File: src/rtl/red_pitaya_fads_sort_seq.sv
// FADS sort sequencer: qualifies detector pulses by width, waits a flight delay,
// fires the ASG trigger plus a sort gate, then holds off for a refractory period.
//
// state   | meaning
// --------+-----------------------------------------------------------
// IDLE    | waiting for a rising edge of the detector level
// MEASURE | droplet high, counting its width in cycles
// DELAY   | accepted droplet in flight towards the sort junction
// FIRE    | sort gate asserted, ASG trigger on the first cycle
// DEAD    | refractory hold-off; new droplets are counted as missed
module red_pitaya_fads_sort_seq #(
  parameter int WW = 16,
  parameter int CW = 32
) (
  input  logic          adc_clk_i,
  input  logic          adc_rstn_i,
  input  logic          sort_trig_i,
  input  logic          enable_i,
  input  logic          clear_i,
  input  logic [WW-1:0] min_width_i,
  input  logic [WW-1:0] max_width_i,
  input  logic [WW-1:0] delay_i,
  input  logic [WW-1:0] pulse_len_i,
  input  logic [WW-1:0] dead_i,
  output logic          asg_trig_o,
  output logic          sort_gate_o,
  output logic          busy_o,
  output logic [CW-1:0] droplet_cnt_o,
  output logic [CW-1:0] sorted_cnt_o,
  output logic [CW-1:0] reject_cnt_o,
  output logic [CW-1:0] missed_cnt_o
);

  typedef enum logic [2:0] {
    S_IDLE,
    S_MEASURE,
    S_DELAY,
    S_FIRE,
    S_DEAD
  } state_t;

  localparam logic [WW-1:0] ONE = WW'(1);

  state_t        r_state;
  logic          r_trig_q;
  logic [WW-1:0] r_width;
  logic [WW-1:0] r_cnt;
  logic          r_asg;
  logic          r_gate;
  logic          r_busy;
  logic [CW-1:0] r_droplet;
  logic [CW-1:0] r_sorted;
  logic [CW-1:0] r_reject;
  logic [CW-1:0] r_missed;

  logic          w_rise;
  logic [WW-1:0] w_pulse;
  logic          w_width_ok;
  logic          w_cnt_last;
  logic          w_fall;
  logic          w_in_post;
  logic          w_ev_start;
  logic          w_ev_reject;
  logic          w_ev_fire;
  logic          w_ev_missed;

  assign w_rise     = sort_trig_i & ~r_trig_q;
  assign w_pulse    = (pulse_len_i == '0) ? ONE : pulse_len_i;
  assign w_width_ok = (r_width >= min_width_i) && (r_width <= max_width_i);
  assign w_cnt_last = (r_cnt == ONE);
  assign w_fall     = (r_state == S_MEASURE) && !sort_trig_i;
  assign w_in_post  = (r_state == S_DELAY) || (r_state == S_FIRE) || (r_state == S_DEAD);

  // Statistics events; all of them are suppressed while the sequencer is disabled.
  assign w_ev_start  = enable_i && (r_state == S_IDLE) && w_rise;
  assign w_ev_reject = enable_i && w_fall && !w_width_ok;
  assign w_ev_fire   = enable_i &&
                       ((w_fall && w_width_ok && (delay_i == '0)) ||
                        ((r_state == S_DELAY) && w_cnt_last));
  assign w_ev_missed = enable_i && w_in_post && w_rise;

  always_ff @(posedge adc_clk_i or negedge adc_rstn_i) begin
    if (!adc_rstn_i) begin
      r_state  <= S_IDLE;
      r_trig_q <= 1'b0;
      r_width  <= '0;
      r_cnt    <= '0;
      r_asg    <= 1'b0;
      r_gate   <= 1'b0;
      r_busy   <= 1'b0;
    end else begin
      r_trig_q <= sort_trig_i;
      r_asg    <= 1'b0;
      if (!enable_i) begin
        r_state <= S_IDLE;
        r_gate  <= 1'b0;
        r_busy  <= 1'b0;
      end else begin
        case (r_state)
          S_IDLE: begin
            if (w_rise) begin
              r_state <= S_MEASURE;
              r_width <= ONE;
              r_busy  <= 1'b1;
            end
          end
          S_MEASURE: begin
            if (sort_trig_i) begin
              if (r_width != '1) r_width <= r_width + ONE;
            end else if (!w_width_ok) begin
              r_state <= S_IDLE;
              r_busy  <= 1'b0;
            end else if (delay_i == '0) begin
              r_state <= S_FIRE;
              r_cnt   <= w_pulse;
              r_gate  <= 1'b1;
              r_asg   <= 1'b1;
            end else begin
              r_state <= S_DELAY;
              r_cnt   <= delay_i;
            end
          end
          S_DELAY: begin
            if (w_cnt_last) begin
              r_state <= S_FIRE;
              r_cnt   <= w_pulse;
              r_gate  <= 1'b1;
              r_asg   <= 1'b1;
            end else begin
              r_cnt <= r_cnt - ONE;
            end
          end
          S_FIRE: begin
            if (w_cnt_last) begin
              r_gate <= 1'b0;
              if (dead_i == '0) begin
                r_state <= S_IDLE;
                r_busy  <= 1'b0;
              end else begin
                r_state <= S_DEAD;
                r_cnt   <= dead_i;
              end
            end else begin
              r_cnt <= r_cnt - ONE;
            end
          end
          S_DEAD: begin
            if (w_cnt_last) begin
              r_state <= S_IDLE;
              r_busy  <= 1'b0;
            end else begin
              r_cnt <= r_cnt - ONE;
            end
          end
          default: begin
            r_state <= S_IDLE;
            r_gate  <= 1'b0;
            r_busy  <= 1'b0;
          end
        endcase
      end
    end
  end

  // A clear on the same edge as an increment takes priority.
  always_ff @(posedge adc_clk_i or negedge adc_rstn_i) begin
    if (!adc_rstn_i) begin
      r_droplet <= '0;
      r_sorted  <= '0;
      r_reject  <= '0;
      r_missed  <= '0;
    end else if (clear_i) begin
      r_droplet <= '0;
      r_sorted  <= '0;
      r_reject  <= '0;
      r_missed  <= '0;
    end else begin
      if (w_ev_start)  r_droplet <= r_droplet + CW'(1);
      if (w_ev_fire)   r_sorted  <= r_sorted + CW'(1);
      if (w_ev_reject) r_reject  <= r_reject + CW'(1);
      if (w_ev_missed) r_missed  <= r_missed + CW'(1);
    end
  end

  assign asg_trig_o    = r_asg;
  assign sort_gate_o   = r_gate;
  assign busy_o        = r_busy;
  assign droplet_cnt_o = r_droplet;
  assign sorted_cnt_o  = r_sorted;
  assign reject_cnt_o  = r_reject;
  assign missed_cnt_o  = r_missed;

endmodule

File: config.mk
export PLATFORM = sky130hd
export DESIGN_NAME = red_pitaya_fads_sort_seq
export DESIGN_NICKNAME = d
export VERILOG_FILES = /design/src/rtl/red_pitaya_fads_sort_seq.sv
export SDC_FILE = /design/constraint.sdc
export NUM_CORES = 1
export LEC_CHECK = 0
export BUFFER_PORTS_ARGS = -buffer_cell sky130_fd_sc_hd__buf_4
export CAP_MARGIN = 15
export CELL_PAD_IN_SITES_DETAIL_PLACEMENT = 0
export CELL_PAD_IN_SITES_GLOBAL_PLACEMENT = 1
export CORE_UTILIZATION = 41
export DETAILED_ROUTE_END_ITERATION = 7
export PLACE_DENSITY = 0.78
export SLEW_MARGIN = 30
export SYNTH_ARGS = -nofsm -noshare
export SYNTH_HDL_FRONTEND = slang
export SYNTH_SLANG_ARGS = --single-unit
File: constraint.sdc
create_clock -name adc_clk_i -period 3.8 [get_ports adc_clk_i]
set_clock_uncertainty 0.1 [all_clocks]
set_input_delay 0.57 -clock adc_clk_i [delete_from_list [all_inputs] [get_ports adc_clk_i]]
set_output_delay 0.57 -clock adc_clk_i [all_outputs]
set_load 0.05 [all_outputs]
* After elaboration in Yosys (flattened, before gate mapping)
Cells that the tools add are included.
Storage, ports and cells: bits in registers 167
Cells by class: equality and inequality tests 24, bitwise gates (word level) 2, mux-type cells 51, $add $sub $neg 6, order comparisons 2, reduce and logical (&&, ||, !) cells 33
Operators by type and width (number):
- 32-bit 2-to-1 mux | 8
- 16-bit 2-to-1 mux | 11
- 32-bit by 1-bit adder with 32-bit output (second input constant) | 4
- 16-bit one-hot mux with 4 select lines | 1
- 16-bit logical NOT | 3
- 16-bit one-hot mux with 2 select lines | 1
- 3-bit inequality test (second input constant) | 8
- 3-bit 2-to-1 mux | 7
- 1-bit 2-to-1 mux | 18
- 16-bit by 1-bit adder with 16-bit output (second input constant) | 1
- 16-bit by 1-bit == test with 1-bit output (second input constant) | 1
- 16-bit greater-or-equal comparator | 1
- 16-bit <= comparator | 1
- 16-bit inequality test (second input constant) | 1
- 16-bit by 1-bit subtractor with 16-bit output (second input constant) | 1
- 3-bit one-hot mux with 5 select lines | 1
- 2-bit inequality test (second input constant) | 7
- 1-bit logical AND | 12
- 6-bit AND reduction | 2
- 5-bit AND reduction | 2
- 2-bit nonzero test | 5
- 7-bit AND reduction | 1
- 3-bit by 2-bit == test with 1-bit output (second input constant) | 2
- 3-bit by 2-bit inequality test with 1-bit output (second input constant) | 2
- 14 further kinds | 17

* Logic depth before layout (Yosys ltp)
depth after elaboration 8, depth in mapped cells 11, depth with buffers taken out 9

* Least setup slack after synthesis
Ideal clock, no wire load.
path kind in2reg, start in max_width_i[7], end reg r_sorted[30], in the netlist sorted_cnt_o[30], buffers on the path 1, arrival time 2.839 ns, required time 3.622 ns, setup slack 0.783 ns, stages on the path 10, path through inv_1 -> ha_1 -> a21oi_1 -> a311oi_1 -> a211o_1 -> o31a_1 -> o32a_4 -> buf_6 -> or4_1 -> a21oi_1
On the way: longest elaborated chain between the ends 7
Ends and longest elaborated chain:
- from (decl) | RTL line 21 | input logic [WW-1:0] max_width_i,
- 16-bit <= comparator | RTL line 69 | assign w_width_ok = (r_width >= min_width_i) && (r_width <= max_width_i);
- 1-bit logical AND | RTL line 69
- 1-bit logical AND (2 in a row) | RTL line 78 | ((w_fall && w_width_ok && (delay_i == '0)) ||
- 1-bit logical OR | RTL line 78
- 1-bit logical AND | RTL line 77 | assign w_ev_fire = enable_i &&
- 2-bit nonzero test (no line)
- to (signal assigned) | RTL line 179 | if (w_ev_fire) r_sorted <= r_sorted + CW'(1);
- to (decl) | RTL line 52 | logic [CW-1:0] r_sorted;
Every way passes these cells. A chain may end at the register's enable or synchronous reset.

* Worst setup path in the final report
start reg r_width[0], end reg r_reject[22], in the netlist reject_cnt_o[22]
On the way: longest elaborated chain between the ends 5, elaborated cells on any way between the ends 6
Ends and longest elaborated chain:
- from (decl) | RTL line 46 | logic [WW-1:0] r_width;
- from (signal assigned) | RTL line 109 | if (r_width != '1) r_width <= r_width + ONE;
- 16-bit greater-or-equal comparator / 16-bit <= comparator (equally long branches) | RTL line 69
- 1-bit logical AND (*) | RTL line 69
- 1-bit logical NOT (*)
- 1-bit logical AND (*) | RTL line 76 | assign w_ev_reject = enable_i && w_fall && !w_width_ok;
- 2-bit nonzero test (no line) (*)
- to (signal assigned) | RTL line 180 | if (w_ev_reject) r_reject <= r_reject + CW'(1);
- to (decl) | RTL line 53 | logic [CW-1:0] r_reject;
Mark *: on every way between the ends. The rest lies on a longest branch, timed or not.

==> impl_metrics.csv <==
group,metric,value,unit
status,status,"finished, final reports clean",
routing,wirelength,27.9,mm
setup_path,max_stage_delay,0.54,ns
logic_synthesis,netlist_area,10100,sq um
clocking,cts_hold_buffers,0,
placement,gp_congestion,0.847,
logic_synthesis,synth_edf_count,0,
clocking,cts_buffer_depth,2,
routing,wl_met2,13.4,mm
routing,vias,9440,
placement,dpl.hpwl,20.6,mm
hold_path,hold_path.class,"input port to asynchronous set/reset pin",
sta,setup_viol,0,
clocking,cts_setup_buffers,0,
routing,wl_met1,12.9,mm
logic_synthesis,yosys.area.top_type,"dfrtp_1",
sta,worstMarginPinSlew,0.867,ns
clocking,postCtsResizedCells,0,
sta,rsz0062_at_grt,"false",
setup_path,startpoint,"r_width[0]$_DFFE_PN0P_",
layout,fin_util,52.3,%
routing,drtPass1Iterations,5,
routing,wire_per_inst,16.6,um
layout,drive_above_1_share,21.0,%
logic_synthesis,synthCells,1152,
routing,via_per_inst,5.60,
global_routing,grt_pass1_wl,45.9,mm
setup_path,worst-path-buf-inv,2,
setup_path,path_cells,"inv_1 > ha_1 > nand2b_1 > a2111oi_2 > nor4_2 > nor4_2 > buf_4 > o2111ai_1 > or4_1 > a21oi_1",
layout,layout_common_cells,"232 x buf_4, 167 x dfrtp_1, 114 x nor2_1",
logic_synthesis,yosys.area.top_type_share,41.4,%
floorplan,placementRows,57,
pwr,irDropWorstVdd,0.271,mV
setup_path,cpMaxStageDelayCell,"or4_1",
logic_synthesis,synthFlopType,"dfrtp_1",
pwr,p_leak,5.69,nW
logic_synthesis,yosys_warnings,0,
floorplan,die_h,159,um
placement,dpl_cell_area,12100,sq um
floorplan,top_level_ports,216,
setup_path,cpMostUsedCell,"nor4_2",
layout,syn2layout_area_growth,25.7,%
setup_path,cp_max_fo,12,
logic_synthesis,syn_nets,1276,
clocking,cts.clk_slew.worst_paths,0.08,ns
routing,wl_met3,1.26,mm
routing,drt_iter0_drc,645,
clocking,clock_sinks,167,
layout,design_area,12700,sq um
global_routing,grt_use_total,22.2,%
global_routing,grt_overflow,0,
sta,finalCritPeriodShare,86.1,%
clocking,cts_buffers,17,
clocking,cts_tree,"yes",
logic_synthesis,synth-seq-cells,167,
placement,post-place-cells,1655,
routing,highest_layer,"met4",
job,drv_cap,0,
sta,hold_viol,0,
floorplan,core,24200,sq um
clocking,clock_latency,0.43,ns
logic_synthesis,synth.area.top_cells,"dfrtp_1 41%, ha_1 4.8%, a21oi_1 4.5%",
floorplan,die_w,159,um
sta,slew_headroom,41.9,%
routing,drc,0,
setup_path,crit_required,4.03,ns
placement,port_buffers,215,
sta,fin_setup_tns,0,ns
pwr,total_power,4.53,mW
setup_path,worstSetupPathType,"register to register",
setup_path,r2r_start,"r_width[0]$_DFFE_PN0P_",
layout,stdcell_count,1687,
global_routing,antenna_found_initial,1,
logic_synthesis,yosysUniqueCellTypes,65,
layout,fin_nets,1474,
pwr,power_density,357,nW/um^2
sta,drv_slew,0,
logic_synthesis,synth.avg_cell_area,8.76,sq um
sta,fmax,306,MHz
sta,finalCriticalPeriod,3.27,ns
routing,ant_nets,0,
global_routing,grt_pass1_vias,8925,
layout,mostFrequentLayoutCell,"buf_4",
floorplan,start_util,41.6,%
setup_path,arrival,3.50,ns
setup_path,crit_path_end_kind,"register",
global_routing,grt_max_degree,111,
clocking,htree_num_levels,4,
floorplan,die-area,25300,sq um
clocking,cts_root_buf,"clkbuf_16",
logic_synthesis,synth_seq_area_share,41.4,%
setup_path,crit_path_start_kind,"register",
logic_synthesis,async_flop_share,100,%
setup_path,path_delay_family,"simple AND/OR/NAND/NOR gates",
==> cell type report <==
class / instances / area, sq um
well taps: 324 / 405
diodes: 1 / 2.50
inverters: 59 / 221
clock inverters: 14 / 210
repair buffers: 234 / 1780
clock buffers: 17 / 425
multi-input cells: 871 / 5470
flip-flops and latches: 167 / 4180
fillers: 2291 / 11600
==> kinds of logic after synthesis <==
logic type | after synthesis | synth area share [%]
and+or+nand+nor | 465 | 24.6
buffers and inverters | 114 | 4.42
xor gates and xnor gates | 72 | 6.25
muxes | 14 | 1.39
DFF | 167 | 41.4
adders and majority gates | 39 | 4.83
AOI/OAI and AO/OA | 281 | 17.1
==> power by group <==
| part | switching [mW] | internal (mW) | total (mW) |
|---|---|---|---|
| combinational | 0.399 | 0.284 | 0.683 |
| sequential | 0.105 | 1.86 | 1.96 |
| clock | 0.764 | 1.12 | 1.88 |
| total | 1.27 | 3.26 | 4.53 |
==> sequential cells by signal, summed over array words and instances (netlist names) <==
name and flops:
sort_gate_o 1, r_state 3, r_trig_q 1, busy_o 1, r_cnt 16, droplet_cnt_o 32
r_width 16, reject_cnt_o 32, asg_trig_o 1, sorted_cnt_o 32, missed_cnt_o 32
==> cells in the mapped netlist (9+ instances only) <==
master    instances
nand3_1          55
and4_1           13
mux2i_1          14
xor2_1           48
buf_2             9
o21ai_1          13
or4_1            23
o31ai_1          40
nand2_1          67
clkbuf_1         42
or3_1            37
inv_1            58
a31oi_1          10
o21ai_0          69
nor2_1          114
and2_1           17
and3_1           22
nor3_1           19
a21oi_1          90
o22ai_1          11
nand4_1          44
nor4_1           20
dfrtp_1         167
xnor2_1          24
ha_1             39
==> routing by layer <==
metal	vias to the layer above	GRT usage, %
met5	-	0
met4	0	5.99
met3	29	3.89
met2	253	36.4
met1	4560	30.1
li1	4598	-
==> worst paths after layout <==
path,to,slack (ns),cells past startpoint
worst max-delay path,reject_cnt_o[22]$_DFFE_PN0P_,0.53,10
worst min register to register,r_cnt[15]$_DFFE_PN0P_,0.41,2
max in group asynchronous,missed_cnt_o[27]$_DFFE_PN0P_,2.62,2
worst max register to register,reject_cnt_o[22]$_DFFE_PN0P_,0.53,10
min in group adc_clk_i,r_trig_q$_DFF_PN0_,0.23,1
worst min-delay path,sorted_cnt_o[15]$_DFFE_PN0P_,0.1,1
==> through the flow <==
step	hold slack, ns	setup slack, ns
6_report	0.0960	0.527
2_1_floorplan	0.174	0.783
4_1_cts	0.144	0.488
5_1_grt	0.147	0.239
3_5_place_dp	0.396	0.318
3_3_place_gp	0.394	0.428
No activity file was read; power rests on OpenSTA's default activity.
